**src/rtl/keypad_pkg.sv**
```systemverilog
// Shared definitions for keypad operand entry: key indices, key classes, stage encoding.
// Pure declarations: no logic, no latency, no flow control.
package keypad_pkg;

    localparam logic [3:0] KEY_A    = 4'd3;
    localparam logic [3:0] KEY_B    = 4'd7;
    localparam logic [3:0] KEY_C    = 4'd11;
    localparam logic [3:0] KEY_STAR = 4'd12;
    localparam logic [3:0] KEY_HASH = 4'd14;
    localparam logic [3:0] KEY_D    = 4'd15;

    typedef enum logic [2:0] {
        KC_DIGIT,
        KC_SHIFT,
        KC_ENTER,
        KC_BKSP,
        KC_CLR
    } key_class_t;

    localparam logic [1:0] STAGE_ENTER_A = 2'b00;
    localparam logic [1:0] STAGE_ENTER_B = 2'b01;
    localparam logic [1:0] STAGE_PRESENT = 2'b10;

    typedef enum logic [1:0] {
        ENTER_A = STAGE_ENTER_A,
        ENTER_B = STAGE_ENTER_B,
        PRESENT = STAGE_PRESENT
    } stage_t;

endpackage

```
**src/rtl/keypad_key_decode.sv**
```systemverilog
// Maps a scanner key index plus shift state to a key class and hex nibble.
// Combinational, zero latency; no flow control.
module keypad_key_decode
    import keypad_pkg::*;
(
    input  logic [3:0]  key_idx,
    input  logic        shift_armed,
    output key_class_t  key_class,
    output logic [3:0]  nibble
);

    always_comb begin
        key_class = KC_DIGIT;
        nibble    = 4'h0;
        case (key_idx)
            4'd0:     nibble = 4'h1;
            4'd1:     nibble = 4'h2;
            4'd2:     nibble = 4'h3;
            KEY_A:    nibble = shift_armed ? 4'hE : 4'hA;
            4'd4:     nibble = 4'h4;
            4'd5:     nibble = 4'h5;
            4'd6:     nibble = 4'h6;
            KEY_B:    nibble = shift_armed ? 4'hF : 4'hB;
            4'd8:     nibble = 4'h7;
            4'd9:     nibble = 4'h8;
            4'd10:    nibble = 4'h9;
            KEY_C: begin
                if (shift_armed) key_class = KC_BKSP;
                else             nibble    = 4'hC;
            end
            KEY_STAR: key_class = KC_SHIFT;
            4'd13:    nibble = 4'h0;
            KEY_HASH: key_class = KC_ENTER;
            KEY_D: begin
                if (shift_armed) key_class = KC_CLR;
                else             nibble    = 4'hD;
            end
            default:  nibble = 4'h0;
        endcase
    end

endmodule

```
**src/rtl/keypad_operand_entry.sv**
```systemverilog
// Builds two hex operands from keypad events and offers them as a pair to the adder.
// Key effect visible 1 cycle after its rising edge; pair held until pair_ready, keys dropped meanwhile.
module keypad_operand_entry
    import keypad_pkg::*;
#(
    parameter int NUM_DIGITS = 4,
    parameter int WORD_W     = 16
) (
    input  logic              clk,
    input  logic              reset_n,
    input  logic              new_key,
    input  logic [3:0]        new_key_char,
    input  logic              pair_ready,
    output logic              pair_valid,
    output logic [WORD_W-1:0] op_a,
    output logic [WORD_W-1:0] op_b,
    output logic [WORD_W-1:0] entry_word,
    output logic [2:0]        digit_count,
    output logic [1:0]        stage,
    output logic              shift_armed,
    output logic              key_err
);

    localparam logic [2:0] MAX_DIGITS = 3'(NUM_DIGITS);

    stage_t      state;
    logic        new_key_q;
    logic        key_fire;
    key_class_t  key_class;
    logic [3:0]  nibble;

    // Scanner may hold new_key for several cycles; only its rising edge counts.
    assign key_fire = new_key & ~new_key_q;
    assign stage    = state;

    keypad_key_decode u_decode (
        .key_idx     (new_key_char),
        .shift_armed (shift_armed),
        .key_class   (key_class),
        .nibble      (nibble)
    );

    always_ff @(posedge clk or negedge reset_n) begin
        if (!reset_n) begin
            state       <= ENTER_A;
            new_key_q   <= 1'b0;
            entry_word  <= '0;
            digit_count <= 3'd0;
            shift_armed <= 1'b0;
            key_err     <= 1'b0;
            pair_valid  <= 1'b0;
            op_a        <= '0;
            op_b        <= '0;
        end else begin
            new_key_q <= new_key;
            key_err   <= 1'b0;
            case (state)
                ENTER_A, ENTER_B: begin
                    if (key_fire) begin
                        shift_armed <= (key_class == KC_SHIFT) ? ~shift_armed : 1'b0;
                        case (key_class)
                            KC_DIGIT: begin
                                if (digit_count < MAX_DIGITS) begin
                                    entry_word  <= {entry_word[WORD_W-5:0], nibble};
                                    digit_count <= digit_count + 3'd1;
                                end else begin
                                    key_err <= 1'b1;
                                end
                            end
                            KC_BKSP: begin
                                if (digit_count != 3'd0) begin
                                    entry_word  <= entry_word >> 4;
                                    digit_count <= digit_count - 3'd1;
                                end
                            end
                            KC_CLR: begin
                                entry_word  <= '0;
                                digit_count <= 3'd0;
                            end
                            KC_ENTER: begin
                                if (digit_count == 3'd0) begin
                                    key_err <= 1'b1;
                                end else begin
                                    entry_word  <= '0;
                                    digit_count <= 3'd0;
                                    if (state == ENTER_A) begin
                                        op_a  <= entry_word;
                                        state <= ENTER_B;
                                    end else begin
                                        op_b       <= entry_word;
                                        state      <= PRESENT;
                                        pair_valid <= 1'b1;
                                    end
                                end
                            end
                            default: ;
                        endcase
                    end
                end
                PRESENT: begin
                    // Keys arriving while the pair is offered are rejected, even on the handshake cycle.
                    if (key_fire) key_err <= 1'b1;
                    if (pair_ready) begin
                        pair_valid <= 1'b0;
                        state      <= ENTER_A;
                    end
                end
                default: begin
                    state      <= ENTER_A;
                    pair_valid <= 1'b0;
                end
            endcase
        end
    end

endmodule
```
**config.mk**
```make
export PLATFORM = sky130hd
export DESIGN_NAME = keypad_operand_entry
export DESIGN_NICKNAME = d
export VERILOG_FILES = /design/src/rtl/keypad_pkg.sv /design/src/rtl/keypad_key_decode.sv /design/src/rtl/keypad_operand_entry.sv
export SDC_FILE = /design/constraint.sdc
export NUM_CORES = 1
export LEC_CHECK = 0
export CAP_MARGIN = 40
export CORE_MARGIN = 1
export CORE_UTILIZATION = 42
export CTS_CLUSTER_DIAMETER = 100
export DETAILED_ROUTE_END_ITERATION = 8
export PLACE_DENSITY = 0.73
export SYNTH_ARGS = -nofsm -noshare
export SYNTH_HDL_FRONTEND = slang
export SYNTH_HIERARCHICAL = 1
export SYNTH_SLANG_ARGS = --single-unit
```
**constraint.sdc**
```tcl
create_clock -name clk -period 3.9 [get_ports clk]
set_input_delay 0.585 -clock clk [delete_from_list [all_inputs] [get_ports clk]]
set_output_delay 0.585 -clock clk [all_outputs]
set_load 0.005 [all_outputs]
```
==> qor.yml <==
critical_path:
  critPathMaxStageDelay_ps: 640
  crit_buf_inv: 3
  rr_endpoint: "digit_count[2]$_DFFE_PN0P_"
  critPathCaptureType: "register"
  cp-start-kind: "input pin"
  crit_arrival_ps: 3180
  reg2reg_from: "shift_armed$_DFFE_PN0N_"
  worst-setup-path-type: "input pin to register"
  cp_slowest_cell: "clkdlybuf4s50_1"
  critical_path.top_delay_family: "buffers and inverters"
  cp_data_required_time_ps: 4150
  worstPathCellList: "clkdlybuf4s50_1 -> nand2_2 -> o32a_1 -> nor2_1 -> and2_0 -> inv_1 -> fa_1 -> inv_1 -> o2bb2ai_1 -> a31oi_1 -> a31oi_1"
  r2r_setup_slack_ps: 1410
  ff2ff_path_depth: 10
  crit_fanout: 9
logic_synthesis:
  ys_types: 48
  syn_area_um2: 2610
  synth_edf_count: 0
  postSynthAreaPerCell_um2: 12.0
  ys_ff_latch: 57
  synthesis.nets: 227
  synth-main-ff-cell: "dfrtp_1"
  synth_warnings: 6
  synth_seq_area_share_pct: 54.6
  ys_async_sr_fraction_pct: 100
  syn_inst: 218
sta:
  timing.fmax_ghz: 0.341
  worst_slack_ps: 968
  hold_viol_final: 0
  rsz0062_at_grt: "false"
  worst_pin_slew_ps: 551
  setup_viol: 0
  slew_headroom_pct: 63.2
  slew_violations: 0
  fin_crit_ps: 2930
  finalSetupTns_ps: 0
  fin_skew_ps: 9.09
  finalCritPeriodShare_pct: 75.2
  hold_slack_ps: 233
placement:
  place_hpwl_um: 3780
  post-place-ws_ps: 624
  port_buffers: 63
  placed_cell_area_um2: 3300
  gp_congestion: 0.778
  dp_cells: 351
floorplan:
  rows: 28
  ioPinCount: 64
  initial_core_util_pct: 43.9
  die_w_um: 80.9
  dieArea_um2: 6540
  core_area_um2: 5960
  die_y_um: 80.9
routing:
  vias: 1919
  drc: 0
  drt-total-wl_um: 5620
  routedWlPerCell_um: 15.3
  ant_nets: 0
  drt_iter0_drc: 118
  firstDrtPassIters: 4
  vias_per_cell: 5.23
clock_tree:
  cts_tree: "yes"
  cts_hold_buf: 0
  post_cts_buffers: 0
  clock_sinks: 57
  worstSkewPairLatency_ps: 330
  cts_repair_resize_count: 0
  cts_max_level: 3
  cts_root_buf: "clkbuf_8"
  cts_buffers: 9
  clockBufferDepth: 2
  clk_pin_slew_ps: 60
power_and_ir_drop:
  powerDensity_nw_per_um2: 601
  total_power_mw: 2.10
  peakVddDrop_mv: 0.304
  cellLeakagePower_nw: 1.61
global_routing:
  grt_usage_pct: 19.3
  grt_start_max_net_pins: 37
  antenna_found_initial: 0
  grt_first_pass_wirelength_um: 9280
  grt_pass1_vias: 1826
  grt_overflow: 0
final_layout:
  fill_cells: 509
  final_cell_area_um2: 3500
  final_core_util_pct: 58.8
  drive_gt1_share_pct: 20.5
  multi_input_area_um2: 1090
  fin_cells: 367
  seq_area_um2: 1430
  area_delta_synth_final_pct: 33.9
  antenna_cells: 0
  nets: 296
hold_path:
  worst_hold_path_type: "input pin to async pin"
status:
  outcome: "finished clean"
flow_run:
  max-cap-violations: 0
-- worst register-to-register path: cells and delay by family, from the launching register on --
family | cells | cell delay [ps]
adder cells (fa/ha/maj) | 1 | 430
AND/OR/NAND/NOR | 2 | 570
buffers and inverters | 3 | 230
AO/OA/AOI/OAI | 4 | 710
flip-flops | 1 | 470
-- power by group --
part           total, mW  switching, mW  internal, mW
registers          0.939          0.192         0.747
clock network      0.543          0.233         0.310
logic              0.620          0.219         0.401
total               2.10          0.645          1.46
-- per-layer routing --
layer  vias up  global-route usage (%)  wire length [um]
met4         0                    8.93               106
met5         -                       0                 0
met2        57                    28.6              2580
li1        915                       -                 -
met3         7                    5.06               270
met1       940                    26.5              2660
-- cell families (layout without fill, tap and decap cells) --
family | after synthesis | after routing | share of synthesized area [%]
adders and majority gates | 1 | 1 | 0.766
muxes | 34 | 34 | 15.7
AOI/OAI and AO/OA | 51 | 51 | 12.7
DFF | 57 | 57 | 54.6
and+or+nand+nor | 53 | 53 | 11.1
xor gates and xnor gates | 4 | 4 | 1.34
buffers and inverters | 18 | 92 | 3.73
-- Yosys cell counts (3+ instances only) --
master | instances | area [um2]
dfrtp_1 | 57 | 1430
mux2_2 | 25 | 282
nand2_1 | 25 | 93.8
o21ai_0 | 19 | 95.1
a22oi_1 | 12 | 90.1
inv_1 | 8 | 30.0
mux2_4 | 8 | 120
nor2_1 | 7 | 26.3
a21oi_1 | 4 | 20.0
buf_4 | 3 | 22.5
nand2b_1 | 3 | 18.8
nor3_1 | 3 | 15.0
xnor2_1 | 3 | 26.3
-- how the worst max path moves through the flow --
| stage | to | cells after the start | from | slack (ps) |
|---|---|---|---|---|
| global route | op_b[1]$_DFFE_PN0P_ | 8 | new_key_char[0] | 790 |
| detailed placement | op_b[4]$_DFFE_PN0P_ | 8 | new_key_char[0] | 620 |
| global placement | op_b[2]$_DFFE_PN0P_ | 8 | new_key_char[2] | 680 |
| CTS | op_b[4]$_DFFE_PN0P_ | 8 | new_key_char[0] | 970 |
| finish | digit_count[2]$_DFFE_PN0P_ | 11 | new_key_char[0] | 970 |
| floorplan | digit_count[2]$_DFFE_PN0P_ | 11 | new_key_char[2] | 1040 |
-- sequential cells by signal (all words and copies together), names as in the netlist --
register     flops
digit_count      3
entry_word      16
key_err          1
new_key_q        1
op_a            16
op_b            16
pair_valid       1
shift_armed      1
stage            2
-- cells in the final DEF (no fill, tap or decap), types with 3 or more instances in the layout --
cell type | netlist | routed
clkbuf_8 | 0 | 10
mux2_4 | 8 | 8
mux2_2 | 25 | 25
a21oi_1 | 4 | 4
nor3_1 | 3 | 3
o21ai_0 | 19 | 19
nand2_1 | 25 | 25
a22oi_1 | 12 | 12
dfrtp_1 | 57 | 57
nor2_1 | 7 | 7
clkdlybuf4s50_1 | 0 | 62
inv_1 | 8 | 8
buf_4 | 3 | 5
xnor2_1 | 3 | 3
nand2b_1 | 3 | 3
-- area by class of cell --
class                      instances  area share [%]
inverter                           8           0.858
timing repair buffer              68            18.9
sequential                        57            40.8
tap                               75            2.68
multi-input combinational        143            31.1
clock buffer                      11            4.04
clock inverter                     5            1.57
Power figures use the tool's default switching activity.
